[src/rtl/mod_start_requester.sv]
// Start/done handshake initiator: runs a batch of level start/done
// transfers. Optional REQ timeout abort enabled by MOD_START_REQ_TIMEOUT_EN.
module mod_start_requester #(
    parameter int CNT_W   = 8,
    parameter int TIMEOUT = 16
) (
    input  logic             i_clk,
    input  logic             i_rst_n,
    input  logic             i_req,
    input  logic [CNT_W-1:0] i_count,
    output logic             o_start,
    input  logic             i_done,
    output logic             o_busy,
    output logic             o_complete,
    output logic             o_err,
    output logic [CNT_W-1:0] o_done_cnt
);

    typedef enum logic [1:0] {
        S_IDLE,
        S_REQ,
        S_GAP,
        S_FIN
    } state_t;

    state_t           state;
    logic [CNT_W-1:0] count_q;
    logic [CNT_W-1:0] cnt_inc;

    assign cnt_inc = o_done_cnt + CNT_W'(1);

`ifdef MOD_START_REQ_TIMEOUT_EN
    localparam int TW = $clog2(TIMEOUT + 1);

    logic [TW-1:0] tmo_cnt;
    logic          err_q;

    assign o_err = err_q;

    // Batch FSM with REQ watchdog; a transfer wins over the abort.
    always_ff @(posedge i_clk or negedge i_rst_n) begin
        if (!i_rst_n) begin
            state      <= S_IDLE;
            count_q    <= '0;
            o_done_cnt <= '0;
            err_q      <= 1'b0;
            tmo_cnt    <= '0;
        end else begin
            unique case (state)
                S_IDLE: begin
                    if (i_req) begin
                        o_done_cnt <= '0;
                        err_q      <= 1'b0;
                        tmo_cnt    <= '0;
                        count_q    <= i_count;
                        state      <= (i_count == '0) ? S_FIN : S_REQ;
                    end
                end
                S_REQ: begin
                    if (i_done) begin
                        o_done_cnt <= cnt_inc;
                        state      <= (cnt_inc == count_q) ? S_FIN : S_GAP;
                    end else if (tmo_cnt == TW'(TIMEOUT - 1)) begin
                        err_q <= 1'b1;
                        state <= S_FIN;
                    end else begin
                        tmo_cnt <= tmo_cnt + TW'(1);
                    end
                end
                S_GAP: begin
                    tmo_cnt <= '0;
                    state   <= S_REQ;
                end
                S_FIN: begin
                    state <= S_IDLE;
                end
                default: begin
                    state <= S_IDLE;
                end
            endcase
        end
    end
`else
    assign o_err = 1'b0;

    // Batch FSM; REQ waits for the responder indefinitely.
    always_ff @(posedge i_clk or negedge i_rst_n) begin
        if (!i_rst_n) begin
            state      <= S_IDLE;
            count_q    <= '0;
            o_done_cnt <= '0;
        end else begin
            unique case (state)
                S_IDLE: begin
                    if (i_req) begin
                        o_done_cnt <= '0;
                        count_q    <= i_count;
                        state      <= (i_count == '0) ? S_FIN : S_REQ;
                    end
                end
                S_REQ: begin
                    if (i_done) begin
                        o_done_cnt <= cnt_inc;
                        state      <= (cnt_inc == count_q) ? S_FIN : S_GAP;
                    end
                end
                S_GAP: begin
                    state <= S_REQ;
                end
                S_FIN: begin
                    state <= S_IDLE;
                end
                default: begin
                    state <= S_IDLE;
                end
            endcase
        end
    end
`endif

    assign o_start    = (state == S_REQ);
    assign o_busy     = (state != S_IDLE);
    assign o_complete = (state == S_FIN);

endmodule

[config.mk]
export PLATFORM = sky130hd
export DESIGN_NAME = mod_start_requester
export DESIGN_NICKNAME = d
export VERILOG_FILES = /design/src/rtl/mod_start_requester.sv
export SDC_FILE = /design/constraint.sdc
export NUM_CORES = 1
export LEC_CHECK = 0
export ABC_AREA = 1
export CORE_ASPECT_RATIO = 1.4
export CORE_MARGIN = 1.5
export CORE_UTILIZATION = 25
export CTS_CLUSTER_DIAMETER = 120
export CTS_CLUSTER_SIZE = 14
export DETAILED_ROUTE_END_ITERATION = 6
export PLACE_DENSITY_LB_ADDON = 0.05
export SETUP_SLACK_MARGIN = 0.02
export SYNTH_ARGS = -nofsm -noshare
export SYNTH_HDL_FRONTEND = slang
export SYNTH_SLANG_ARGS = --single-unit
[constraint.sdc]
create_clock -name i_clk -period 1.38 [get_ports i_clk]
set_clock_uncertainty 0.15 [all_clocks]
set_input_delay 0.276 -clock i_clk [delete_from_list [all_inputs] [get_ports i_clk]]
set_output_delay 0.276 -clock i_clk [all_outputs]
set_load 0.01 [all_outputs]
==> qor.txt <==
Run status = finished, violations left
Violated checks = setup timing
Clock transition at path regs = 0.08 ns
Type of origin of the critical path = register
Synth area leader = dfrtp_1
Synth Area in Adders = 1.16%
Mapped cell area = 1080 um^2
Final-layout fill cell count = 433
Maximum vdd drop = 1270 uV
Initial DRT Pass Iterations = 4
Final setup vio count = 22
Register area = 453 um^2
Syn_nets = 165
CTS buffer count = 3
Largest fanout on the critical path = 7
Gp weighted congestion = 0.766
CP endpoint kind = register
Clk Latency, worst-skew pair = 0.26 ns
Synth warnings = 0
Die X = 58.5 um
Crit path DAT = 1.66 ns
Nets@finish = 237
CP Class = register to register
# hold bufs at CTS = 0
Critical Path RT = 1.38 ns
Clock root buffer = clkbuf_8
Multi-input logic area = 732 um^2
Core Rows = 28
Diodes inserted = 0
Max Slew Vio Count = 0
Post-DP HPWL = 2.37 mm
Lkg Pwr = 0.983 nW
Largest net degree at the start of global routing = 19
Power Density = 1790 nW/um^2
Synth top area cells = dfrtp_1, nand2_1, nand3_1
Initial Util = 25.7%
Place WS = -0.275 ns
RR Endpoint = state[0]$_DFFE_PN0P_
Reg2Reg Depth = 12
Reg-to-Reg Start = o_done_cnt[0]$_DFFE_PN0P_
Hold Violations, Final = 0
Drt total wl = 3.46 mm
Sequential area share after synthesis = 41.7%
Register bit total from synthesis = 18
Xor/xnor share of the synthesized area = 0.811%
RSZ-0062 raised after global routing = true
Post-synthesis cell type count = 19
# DRC = 0
Area delta synth->final = 90.3%
CTS tree = built
Routed vias/inst = 4.58
Boundary pin count = 24
Initial DRC Count = 20
Die area = 4730 um^2
GRT overflow = 0
Complex-gate fraction of the synthesized area = 10.2%
Min cycle time layout = 1.66 ns
Area share of and/or/nand/nor cells after synthesis = 35.9%
Max clock buf depth = 2
Drt wl/cell = 12.9 um
Min-Delay Path Class = input port to asynchronous set/reset pin
Largest family of logic cells by synthesized area = simple AND/OR/NAND/NOR gates
Final worst-path setup slack = -0.281 ns
Fmax = 0.602 GHz
Final setup TNS = -4.39 ns
Share of post-route cells with drive strength above 1 = 50.2%
Vias = 1,228
Die Y-Extent = 80.8 um
Number of port buffers = 22
Gate Count Post-Synth = 152
Avg Inst Size Synth = 7.10 um^2
H-tree Lvls = 1
Final cycle utilization of the critical path = 120%
Antenna violations before repair = 0
Synth top area share = 41.7%
Mux contribution to synthesized area = 0%
Clock sink total = 18
R2R Setup Slk = -0.28 ns
First-pass GRT wire length = 5.27 mm
Core area = 4200 um^2
Vias in the first global route = 1,218
Max-cap violations = 0
Gr usage total = 14.8%
Final ANT Viol Nets = 0
cells in the final DEF (no fill, tap or decap), types with 2 or more instances in the layout:
master | Yosys | layout
a21oi_1 | 3 | 2
nand2_1 | 45 | 29
dfrtp_1 | 18 | 16
clkdlybuf4s50_1 | 0 | 11
nand2_2 | 3 | 11
dfrtp_2 | 0 | 2
inv_1 | 25 | 19
nor4_1 | 2 | 2
o21ai_2 | 0 | 5
o22ai_2 | 0 | 6
clkdlybuf4s15_1 | 0 | 3
buf_4 | 1 | 28
clkbuf_8 | 0 | 3
inv_4 | 0 | 3
nor2_4 | 3 | 5
buf_6 | 0 | 25
o21ai_1 | 0 | 5
nor2_1 | 7 | 6
nand3_1 | 21 | 14
inv_2 | 0 | 3
nand2_4 | 0 | 7
nand3_2 | 1 | 8
layout make-up:
type                       instances  area share, %
multi-input combinational        107           35.6
timing repair buffer              69           32.5
sequential                        18           22.0
inverter                          25           4.93
tap                               45           2.74
clock buffer                       4           2.19
stage by stage:
step	instance area [um^2]	utilization (%)	power, mW	hold slack [ns]	instances
2_1_floorplan	1100	-	1.62	-0.170	152
6_report	2050	48.9	3.67	0.200	268
3_3_place_gp	1610	38.3	2.41	0.338	248
4_1_cts	1810	43.1	3.17	0.205	266
3_5_place_dp	1610	38.3	2.40	0.361	248
5_1_grt	2050	48.9	3.94	0.213	268
report_power, final:
| group | internal [mW] | total, mW | switching, mW |
|---|---|---|---|
| clock network | 0.206 | 0.405 | 0.199 |
| registers | 0.720 | 0.869 | 0.149 |
| logic | 1.27 | 2.40 | 1.13 |
cells by family after synthesis:
| logic type | Yosys count |
|---|---|
| simple gates | 84 |
| buf+inv | 27 |
| compound gates | 20 |
| flops | 18 |
| xor+xnor | 1 |
| fa+ha+maj | 1 |
| other cells | 1 |
per-layer routing:
layer	track usage, %	up-vias	wire, um
met5	0	-	0
met1	17.6	580	1450
met2	26.0	17	1910
li1	-	629	-
met3	2.23	2	73
met4	6.51	0	21
registers in the layout, indices dropped and copies added (netlist names):
name	flops
state	2
o_done_cnt	8
count_q	8
synth_stat cells:
cell and count:
dfrtp_1 18, nor2_1 7, a21oi_1 3, nand2_2 3, o21ai_0 10, ha_1 1, nand3_2 1, nor2_4 3
buf_4 1, buf_2 1, o22ai_1 6, conb_1 1, xnor2_1 1, nand3_1 21, o21bai_1 1, nor2_2 2
inv_1 25, nand2_1 45, nor4_1 2
worst max path at each step:
stage | start | endpoint | slack (ns) | cells past startpoint
finish | o_done_cnt[0]$_DFFE_PN0P_ | state[0]$_DFFE_PN0P_ | -0.28 | 12
global route | o_done_cnt[0]$_DFFE_PN0P_ | state[0]$_DFFE_PN0P_ | -0.38 | 10
CTS | o_done_cnt[1]$_DFFE_PN0P_ | state[0]$_DFFE_PN0P_ | -0.27 | 11
detailed placement | o_done_cnt[0]$_DFFE_PN0P_ | state[0]$_DFFE_PN0P_ | -0.28 | 11
global placement | o_done_cnt[1]$_DFFE_PN0P_ | state[0]$_DFFE_PN0P_ | -0.25 | 11
floorplan | o_done_cnt[0]$_DFFE_PN0P_ | state[0]$_DFFE_PN0P_ | -0.14 | 11
critical path: stages (launching register included):
cell     delay [ns]
dfrtp_2        0.42
buf_6          0.12
inv_4          0.03
nor2_4         0.24
nand2_2        0.11
nand2_2        0.08
nand3_2        0.06
nand2_1        0.08
nor2_1         0.04
nand3_1        0.07
nand2_1        0.05
nand2_1        0.05
nand2_1        0.04
repair_timing:
| action | in CTS | in global routing |
|---|---|---|
| gates cloned | 1 | 0 |
| setup buffers | 14 | 7 |
| pin swaps | 12 | 12 |
| endpoints found under the setup margin | 29 | 28 |
| gates resized for setup | 68 | 65 |
Power figures use the tool's default switching activity.
